`src/rtl/debug_unit_pkg.sv`:
```
// rtl/debug_unit_pkg.sv - command bytes, FSM encodings and dump sizing for the debug unit
package debug_unit_pkg;

    localparam logic [7:0] CMD_LOAD   = 8'h4C;
    localparam logic [7:0] CMD_RST_PC = 8'h52;
    localparam logic [7:0] CMD_STEP   = 8'h53;
    localparam logic [7:0] CMD_RUN    = 8'h43;

    localparam int NUM_REGS       = 32;
    localparam int BYTES_PER_WORD = 4;
    localparam int DUMP_MEM_WORDS = 32;
    localparam int DUMP_BYTES     = BYTES_PER_WORD * (NUM_REGS + DUMP_MEM_WORDS);

    typedef enum logic [3:0] {
        ST_IDLE       = 4'd0,
        ST_LOAD_LEN   = 4'd1,
        ST_LOAD_BYTE  = 4'd2,
        ST_LOAD_WRITE = 4'd3,
        ST_RST_PC     = 4'd4,
        ST_STEP       = 4'd5,
        ST_RUN        = 4'd6,
        ST_DUMP_ADDR  = 4'd7,
        ST_DUMP_WAIT  = 4'd8,
        ST_DUMP_SEND  = 4'd9
    } state_t;

endpackage

```
`src/rtl/debug_unit_word_serializer.sv`:
```
// rtl/debug_unit_word_serializer.sv - splits one word into bytes, MSB first, over valid/ready
module debug_unit_word_serializer #(
    parameter int NB_WORD = 32,
    parameter int NB_BYTE = 8
) (
    input  logic               i_clk,
    input  logic               i_reset,
    input  logic [NB_WORD-1:0] i_word,
    input  logic               i_load,
    output logic [NB_BYTE-1:0] o_tdata,
    output logic               o_tvalid,
    input  logic               i_tready,
    output logic               o_done
);

    localparam int N_BYTES = NB_WORD / NB_BYTE;
    localparam int CW      = (N_BYTES > 1) ? $clog2(N_BYTES) : 1;

    logic [NB_WORD-1:0] r_shift;
    logic [CW-1:0]      r_cnt;
    logic               r_busy;
    logic               r_done;
    logic               w_accept;
    logic               w_last;

    assign w_accept = r_busy && i_tready;
    assign w_last   = (r_cnt == CW'(N_BYTES - 1));

    always_ff @(posedge i_clk or negedge i_reset) begin
        if (!i_reset) begin
            r_shift <= '0;
            r_cnt   <= '0;
            r_busy  <= 1'b0;
            r_done  <= 1'b0;
        end else begin
            r_done <= w_accept && w_last;
            if (i_load) begin
                r_shift <= i_word;
                r_cnt   <= '0;
                r_busy  <= 1'b1;
            end else if (w_accept) begin
                r_shift <= {r_shift[NB_WORD-NB_BYTE-1:0], {NB_BYTE{1'b0}}};
                r_cnt   <= r_cnt + CW'(1);
                if (w_last) begin
                    r_busy <= 1'b0;
                end
            end
        end
    end

    // Top byte of the shift register is the one on the wire; it only moves on acceptance.
    assign o_tdata  = r_shift[NB_WORD-1 -: NB_BYTE];
    assign o_tvalid = r_busy;
    assign o_done   = r_done;

endmodule

```
`src/rtl/debug_unit.sv`:
```
// rtl/debug_unit.sv - UART command decoder, program loader, run control and state dump
module debug_unit
    import debug_unit_pkg::*;
#(
    parameter int NB_REG      = 32,
    parameter int NB_WIDHT    = 9,
    parameter int NB_ADDR     = 5,
    parameter int NB_BYTE     = 8,
    parameter int N_MEM_WORDS = DUMP_BYTES / BYTES_PER_WORD - NUM_REGS,
    parameter int RD_LAT      = 2
) (
    input  logic                i_clk,
    input  logic                i_reset,
    input  logic [NB_BYTE-1:0]  i_rx_data,
    input  logic                i_rx_valid,
    output logic [NB_BYTE-1:0]  o_tx_data,
    output logic                o_tx_valid,
    input  logic                i_tx_ready,
    input  logic                i_halt,
    input  logic [NB_REG-1:0]   i_dunit_reg,
    input  logic [NB_REG-1:0]   i_dunit_mem_data,
    output logic                o_dunit_clk_en,
    output logic                o_dunit_reset_pc,
    output logic                o_dunit_w_mem,
    output logic [NB_REG-1:0]   o_dunit_mem_addr,
    output logic [NB_REG-1:0]   o_dunit_data_if,
    output logic [NB_ADDR-1:0]  o_dunit_addr,
    output logic [NB_WIDHT-1:0] o_dunit_addr_data,
    output logic [3:0]          o_state
);

    localparam int N_WORDS = NUM_REGS + N_MEM_WORDS;
    localparam int IW      = $clog2(N_WORDS);
    localparam int WW      = $clog2(RD_LAT + 1);

    state_t                     r_state;
    state_t                     w_next;
    logic [7:0]                 r_len;
    logic [7:0]                 r_word_cnt;
    logic [1:0]                 r_byte_cnt;
    logic [NB_REG-NB_BYTE-1:0]  r_asm;
    logic [NB_REG-1:0]          r_mem_addr;
    logic [NB_REG-1:0]          r_data_if;
    logic [IW-1:0]              r_dump_idx;
    logic [WW-1:0]              r_wait;
    logic [NB_ADDR-1:0]         r_reg_addr;
    logic [NB_WIDHT-1:0]        r_mem_rd_addr;

    logic [NB_REG-1:0]          w_asm_next;
    logic [IW-1:0]              w_mem_k;
    logic                       w_is_reg;
    logic                       w_last_load;
    logic                       w_last_word;
    logic [NB_REG-1:0]          w_ser_word;
    logic                       w_ser_load;
    logic                       w_ser_done;
    logic                       w_clk_en;
    logic                       w_reset_pc;
    logic                       w_w_mem;

    assign w_asm_next  = {r_asm, i_rx_data};
    assign w_is_reg    = (r_dump_idx < IW'(NUM_REGS));
    assign w_mem_k     = r_dump_idx - IW'(NUM_REGS);
    assign w_last_load = (r_word_cnt == r_len - 8'd1);
    assign w_last_word = (r_dump_idx == IW'(N_WORDS - 1));
    assign w_ser_word  = w_is_reg ? i_dunit_reg : i_dunit_mem_data;

    always_ff @(posedge i_clk or negedge i_reset) begin
        if (!i_reset) begin
            r_state <= ST_IDLE;
        end else begin
            r_state <= w_next;
        end
    end

    always_comb begin
        w_next     = r_state;
        w_clk_en   = 1'b0;
        w_reset_pc = 1'b0;
        w_w_mem    = 1'b0;
        w_ser_load = 1'b0;
        case (r_state)
            ST_IDLE: begin
                if (i_rx_valid) begin
                    case (i_rx_data)
                        CMD_LOAD:   w_next = ST_LOAD_LEN;
                        CMD_RST_PC: w_next = ST_RST_PC;
                        CMD_STEP:   w_next = i_halt ? ST_DUMP_ADDR : ST_STEP;
                        CMD_RUN:    w_next = i_halt ? ST_DUMP_ADDR : ST_RUN;
                        default:    w_next = ST_IDLE;
                    endcase
                end
            end
            ST_LOAD_LEN: begin
                if (i_rx_valid) begin
                    w_next = (i_rx_data == '0) ? ST_IDLE : ST_LOAD_BYTE;
                end
            end
            ST_LOAD_BYTE: begin
                if (i_rx_valid && r_byte_cnt == 2'd3) begin
                    w_next = ST_LOAD_WRITE;
                end
            end
            ST_LOAD_WRITE: begin
                w_w_mem = 1'b1;
                w_next  = w_last_load ? ST_IDLE : ST_LOAD_BYTE;
            end
            ST_RST_PC: begin
                w_reset_pc = 1'b1;
                w_next     = ST_IDLE;
            end
            ST_STEP: begin
                w_clk_en = 1'b1;
                w_next   = ST_DUMP_ADDR;
            end
            ST_RUN: begin
                w_clk_en = 1'b1;
                if (i_halt) begin
                    w_next = ST_DUMP_ADDR;
                end
            end
            ST_DUMP_ADDR: w_next = ST_DUMP_WAIT;
            ST_DUMP_WAIT: begin
                if (r_wait == WW'(RD_LAT - 1)) begin
                    w_ser_load = 1'b1;
                    w_next     = ST_DUMP_SEND;
                end
            end
            ST_DUMP_SEND: begin
                if (w_ser_done) begin
                    w_next = w_last_word ? ST_IDLE : ST_DUMP_ADDR;
                end
            end
            default: w_next = ST_IDLE;
        endcase
    end

    always_ff @(posedge i_clk or negedge i_reset) begin
        if (!i_reset) begin
            r_len         <= '0;
            r_word_cnt    <= '0;
            r_byte_cnt    <= '0;
            r_asm         <= '0;
            r_mem_addr    <= '0;
            r_data_if     <= '0;
            r_dump_idx    <= '0;
            r_wait        <= '0;
            r_reg_addr    <= '0;
            r_mem_rd_addr <= '0;
        end else begin
            case (r_state)
                ST_IDLE: r_dump_idx <= '0;
                ST_LOAD_LEN: begin
                    if (i_rx_valid) begin
                        r_len      <= i_rx_data;
                        r_word_cnt <= '0;
                        r_byte_cnt <= '0;
                    end
                end
                ST_LOAD_BYTE: begin
                    if (i_rx_valid) begin
                        r_asm      <= w_asm_next[NB_REG-NB_BYTE-1:0];
                        r_byte_cnt <= r_byte_cnt + 2'd1;
                        // Address and data are latched together so the write strobe sees a stable pair.
                        if (r_byte_cnt == 2'd3) begin
                            r_mem_addr <= NB_REG'({r_word_cnt, 2'b00});
                            r_data_if  <= w_asm_next;
                        end
                    end
                end
                ST_LOAD_WRITE: r_word_cnt <= r_word_cnt + 8'd1;
                ST_DUMP_ADDR: begin
                    if (w_is_reg) begin
                        r_reg_addr <= r_dump_idx[NB_ADDR-1:0];
                    end else begin
                        r_mem_rd_addr <= NB_WIDHT'({w_mem_k, 2'b00});
                    end
                    r_wait <= '0;
                end
                ST_DUMP_WAIT: r_wait <= r_wait + WW'(1);
                ST_DUMP_SEND: begin
                    if (w_ser_done) begin
                        r_dump_idx <= r_dump_idx + IW'(1);
                    end
                end
                default: ;
            endcase
        end
    end

    debug_unit_word_serializer #(
        .NB_WORD (NB_REG),
        .NB_BYTE (NB_BYTE)
    ) u_serializer (
        .i_clk    (i_clk),
        .i_reset  (i_reset),
        .i_word   (w_ser_word),
        .i_load   (w_ser_load),
        .o_tdata  (o_tx_data),
        .o_tvalid (o_tx_valid),
        .i_tready (i_tx_ready),
        .o_done   (w_ser_done)
    );

    assign o_dunit_clk_en    = w_clk_en;
    assign o_dunit_reset_pc  = w_reset_pc;
    assign o_dunit_w_mem     = w_w_mem;
    assign o_dunit_mem_addr  = r_mem_addr;
    assign o_dunit_data_if   = r_data_if;
    assign o_dunit_addr      = r_reg_addr;
    assign o_dunit_addr_data = r_mem_rd_addr;
    assign o_state           = r_state;

endmodule

```
`config.mk`:
```
export PLATFORM = sky130hd
export DESIGN_NAME = debug_unit
export DESIGN_NICKNAME = d
export VERILOG_FILES = /design/src/rtl/debug_unit_pkg.sv /design/src/rtl/debug_unit_word_serializer.sv /design/src/rtl/debug_unit.sv
export SDC_FILE = /design/constraint.sdc
export NUM_CORES = 1
export LEC_CHECK = 0
export CORE_MARGIN = 3
export CORE_UTILIZATION = 50
export CTS_CLUSTER_SIZE = 12
export DETAILED_ROUTE_END_ITERATION = 6
export DONT_BUFFER_PORTS = 1
export PLACE_DENSITY_LB_ADDON = 0.25
export REMOVE_ABC_BUFFERS = 1
export SYNTH_ARGS = -nofsm -noshare
export SYNTH_HDL_FRONTEND = slang
export SYNTH_SLANG_ARGS = --single-unit
```
`constraint.sdc`:
```
create_clock -name i_clk -period 3.5 [get_ports i_clk]
set_input_delay 0.7 -clock i_clk [delete_from_list [all_inputs] [get_ports i_clk]]
set_output_delay 0.7 -clock i_clk [all_outputs]
set_load 0.01 [all_outputs]
```
* Word level (Yosys, flattened, before mapping)
Index checks and enable logic that the tools add are counted.
** Cells by class
- Multiplexer cells :: 34
- Equality and inequality tests :: 25
- Bitwise logic cells :: 1
- $add $sub $neg :: 7
- Reduce and logical (&&, ||, !) cells :: 22
- Magnitude comparators :: 1
** Operator list (number)
- 32-bit 2-to-1 mux :: 3
- 4-bit case mux with 9 select lines :: 1
- 8-bit by 7-bit == test with 1-bit output (second input constant) :: 4
- 4-bit 2-to-1 mux :: 6
- 4-bit by 3-bit == test with 1-bit output (second input constant) :: 4
- 8-bit case mux with 2 select lines :: 1
- 2-bit 2-to-1 mux :: 7
- 2-bit AND reduction :: 7
- 2-bit inequality test (second input constant) :: 6
- 3-bit case mux with 4 select lines :: 1
- 6-bit case mux with 2 select lines :: 1
- 2-bit nonzero test :: 6
- 1-bit 2-to-1 mux :: 9
- 8-bit by 1-bit adder with 8-bit output (second input constant) :: 1
- 4-bit by 2-bit == test with 1-bit output (second input constant) :: 2
- 4-bit == test (second input constant) :: 2
- 8-bit == test :: 1
- 8-bit logical NOT :: 1
- 8-bit 2-to-1 mux :: 1
- 2-bit case mux with 2 select lines :: 2
- 8-bit by 1-bit subtractor with 8-bit output (second input constant) :: 1
- 2-bit by 1-bit adder with 2-bit output (second input constant) :: 3
- 6-bit by 1-bit adder with 6-bit output (second input constant) :: 1
- 6-bit == test (second input constant) :: 1
- 14 further kinds :: 18
** Word-level totals
- Input bits :: 77
- Word-level logic and storage cells :: 105
- Output and inout bits :: 94
- Register bits after elaboration :: 141

* Depth between registers and ports, before layout
- Word-level depth :: 5
- Gate-level depth with buffers :: 8
- Mapped depth without buffers :: 8

* Modules after synthesis
Synthesis repeated with hierarchy kept, for this count alone.
** Unflattened totals
- Cell total of the unflattened synthesis :: 638
- Area, all modules :: 7285.7 µm²
** By module, submodules not included
- debug_unit :: cells each 444, area an instance 5292.6 µm², seq. area each 2627.5 µm², instances 1
- debug_unit_word_serializer :: cells each 194, area an instance 1993.2 µm², seq. area each 900.9 µm², instances 1

* Worst setup path after synthesis
OpenSTA, ideal clock, no wires.
- Kind :: reg2out
- From :: register r_state[1], in the netlist o_state[1]
- To :: output o_dunit_w_mem
- Slack :: 1482 ps
- Required time :: 2800 ps
- Stages on the path, launching flop included :: 5
- Arrival :: 1318 ps
- Path buffers :: 2
- Cell sequence :: dfrtp_1 -> clkbuf_1 -> buf_2 -> nand3_1 -> inv_1
** On the way
- Cells in the longest elaborated chain, start to end :: 2
** Ends and longest elaborated chain
- start, declared :: line debug_unit.sv:36 : state_t r_state;
- start signal, assigned :: line debug_unit.sv:72 : r_state <= w_next;
- 4-bit by 2-bit == test with 1-bit output :: line debug_unit.sv:82 : case (r_state)
- 1-bit 2-to-1 mux :: line debug_unit.sv:82
- end, declared :: line debug_unit.sv:24 : output logic o_dunit_w_mem,
No other way between the ends.

* Final worst setup path
Same ends and word-level chain as after synthesis.

==> results.tsv <==
stage	metric	value	unit
sta	rsz0062_at_grt	no	
drt	final_antenna_net_count	0	
sta	hold_violations	14	
logic_synthesis	synthFlopType	dfrtp_1	
cells_and_area	multiInputGateArea	2930	um^2
global_routing	grt_first_pass_wirelength	22400	um
logic_synthesis	synth_seq_cells	141	
sta	post-route-min-period	2.66	ns
global_routing	grt_pass1_vias	4426	
global_routing	grt_max_degree	142	
logic_synthesis	synth_top_area_share	0.518	
sta	setup_viol	0	
global_routing	antenna_found_initial	0	
clock_network	clockBufferDepth	2	
sta	slew_headroom	0.250	
clock_network	clock_sinks	141	
power	p_leak	3.35	nW
drt	vias	4608	
floorplanning	die-area	15000	um^2
worst_setup_path	crit_required	2.80	ns
logic_synthesis	yosys.cell_types.count	47	
power	irDropWorstVdd	0.317	mV
sta	skew	0.00763	ns
worst_setup_path	crit_start	o_state[1]	
hold_path	worstHoldPathType	input port to asynchronous set/reset pin	
worst_setup_path	arrival	1.96	ns
placement	place_congestion	0.837	
worst_setup_path	cpPeakStageDelay	0.75	ns
global_routing	grt.total_usage	0.191	
sta	period_share	0.760	
floorplanning	chipWidth	123	um
worst_setup_path	r2r_slack	0.90	ns
clock_network	numCtsBuffers	17	
power	powerDensity	735	nW/um^2
logic_synthesis	synth_area	6810	um^2
logic_synthesis	synth_seq_area_share	0.518	
floorplanning	start_util	0.524	
drt	wl	13900	um
clock_network	cts_htree_levels	4	
logic_synthesis	synth-async-reset-ratio	1.00	
logic_synthesis	synth_area_leader_cell	dfrtp_1	
sta	maxSlewViolCount	0	
worst_setup_path	cp_cell_sequence	nand3_1, inv_1	
drt	drc	0	
worst_setup_path	endpoint	o_dunit_w_mem	
worst_setup_path	critPathCaptureType	primary output	
logic_synthesis	ys_top_cells_by_area	dfrtp_1 (52%), mux2_2 (11%), nand2_1 (6.6%), buf_4 (3.9%), a211oi_1 (2.6%)	
floorplanning	num_rows	41	
cells_and_area	fin_nets	714	
cells_and_area	nFillCells	1148	
run_status	status	finished with violations	
worst_setup_path	critPathMaxFanout	19	
logic_synthesis	ys_warn_count	0	
placement	dp_hpwl	9160	um
drt	dr.first_iter.drc_count	363	
sta	hold_slack	-0.0196	ns
placement	pre_cts_slack	0.912	ns
global_routing	overflow	0	
sta	fmaxAchievable	376	MHz
clock_network	cts_tree	done	
floorplanning	ioPinCount	171	
sta	tightest_slew	1.12	ns
drt	firstDrtPassIters	4	
logic_synthesis	synth_edf_count	0	
worst_setup_path	path_class	flop to primary output	
drt	via_per_inst	5.65	
logic_synthesis	postSynthCellCount	653	
worst_setup_path	reg2reg_depth	6	
run_status	failed_checks	hold timing	
worst_setup_path	r2r_end	o_dunit_data_if[18]	
placement	io_buffers	0	
floorplanning	core_area	13000	um^2
worst_setup_path	startpoint_type	flop	
cells_and_area	antennaDiodeCount	0	
clock_network	ctsRootBufferMaster	clkbuf_16	
clock_network	clkLatencyLatePin	0.42	ns
clock_network	path_clk_slew	0.06	ns
sta	tns	0	ns
drt	wl_per_cell	17.0	um
cells_and_area	areaGrowthSynthToFinish	7.34	%
run	maxCapViolations	0	
worst_setup_path	slowest_stage	dfrtp_1	
cells_and_area	regArea	3530	um^2
sta	setup_ws	0.840	ns
floorplanning	fp.dieH	123	um
cells_and_area	drive_above_1_share	0.174	
logic_synthesis	avgSynthCellArea	10.4	um^2
worst_setup_path	reg2reg_from	o_state[3]	
## layout by cell type, fill, tap and decap left out, drive strengths merged, types with 9 or more instances in the layout
cell | Yosys | final
a211oi | 24 | 24
a31oi | 25 | 25
clkbuf | 26 | 23
conb | 1 | 27
dfrtp | 141 | 141
inv | 8 | 9
mux2 | 67 | 67
mux2i | 10 | 10
nand2 | 120 | 120
nand3 | 23 | 23
nor2 | 22 | 22
nor2b | 28 | 28
o21ai | 30 | 30
xor2 | 10 | 10
## worst max-delay path: cells and delay by family (launching register included)
kind / cells / cell delay (ns)
buffers and inverters: 1 / 0.36
DFF: 1 / 0.75
and+or+nand+nor: 1 / 0.43
## cell usage after synthesis (11+ instances only)
cell and n:
buf_4 35, a211oi_1 24, clkbuf_1 26, buf_2 11, nand2_1 120, a31oi_1 25, o21ai_0 30, nor2b_1 28
nand3_1 23, mux2_2 67, nor2_1 22, dfrtp_1 141
## kinds of logic after synthesis
logic type / count (synthesis) / synth area share
simple gates: 230 / 0.161
buf+inv: 81 / 0.0660
flops: 141 / 0.518
other cells: 1 / 0.000551
fa+ha+maj: 6 / 0.0110
mux: 77 / 0.126
xor+xnor: 16 / 0.0206
compound gates: 101 / 0.0965
## cell type report
| class | instances | area share |
|---|---|---|
| Clock buffer | 23 | 0.0682 |
| Inverter | 9 | 0.00462 |
| Timing Repair Buffer | 5 | 0.00514 |
| Multi-Input combinational cell | 457 | 0.401 |
| Tap cell | 172 | 0.0295 |
| Sequential cell | 141 | 0.483 |
| Clock inverter | 9 | 0.00822 |
## worst min path at each step
| stage | startpoint | endpoint |
|---|---|---|
| global route | i_reset | r_len[7] |
| detailed placement | i_reset | o_dunit_mem_addr[7] |
| floorplan | i_reset | o_dunit_addr[0] |
| global placement | i_reset | o_dunit_mem_addr[8] |
| CTS | i_reset | o_state[2] |
| finish | i_reset | o_dunit_data_if[15] |
## sequential cells by signal, indices dropped and copies added, names as in the netlist
| register | count |
|---|---|
| r_word_cnt | 8 |
| u_serializer.r_shift | 32 |
| u_serializer.r_cnt | 2 |
| r_byte_cnt | 2 |
| o_state | 4 |
| u_serializer.o_done | 1 |
| o_dunit_mem_addr | 8 |
| r_dump_idx | 6 |
| u_serializer.o_tvalid | 1 |
| r_asm | 24 |
| o_dunit_addr_data | 6 |
| r_len | 8 |
| o_dunit_data_if | 32 |
| o_dunit_addr | 5 |
| r_wait | 2 |
## routing by layer
layer	part of all wire	track usage	up-vias
met2	0.49	0.305	144
met3	0.069	0.0585	11
met5	0	0	-
met1	0.43	0.243	2287
met4	0.013	0.0742	0
li1	-	-	2166
## where the power goes
part | total, W | internal, W | switching, W
combinational | 0.00108 | 0.000542 | 0.000539
sequential | 0.00263 | 0.00209 | 0.000544
clock | 0.00166 | 0.000997 | 0.000659
## per-stage QoR
step                total power [W]  std cells   util  instance area [um^2]
floorplan                   0.00341        607      -                  6490
global placement            0.00366        784  0.520                  6750
detailed placement          0.00374        784  0.520                  6750
CTS                         0.00543        816  0.563                  7300
global route                0.00573        816  0.563                  7300
finish                      0.00537        816  0.563                  7300
## timing repair
action | CTS | global route
hold endpoints to repair | 141 | 141
resized for setup | 0 | 0
setup buffers | 0 | 0
endpoints found under the setup margin | 0 | 0
No activity file was read; power rests on OpenSTA's default activity.
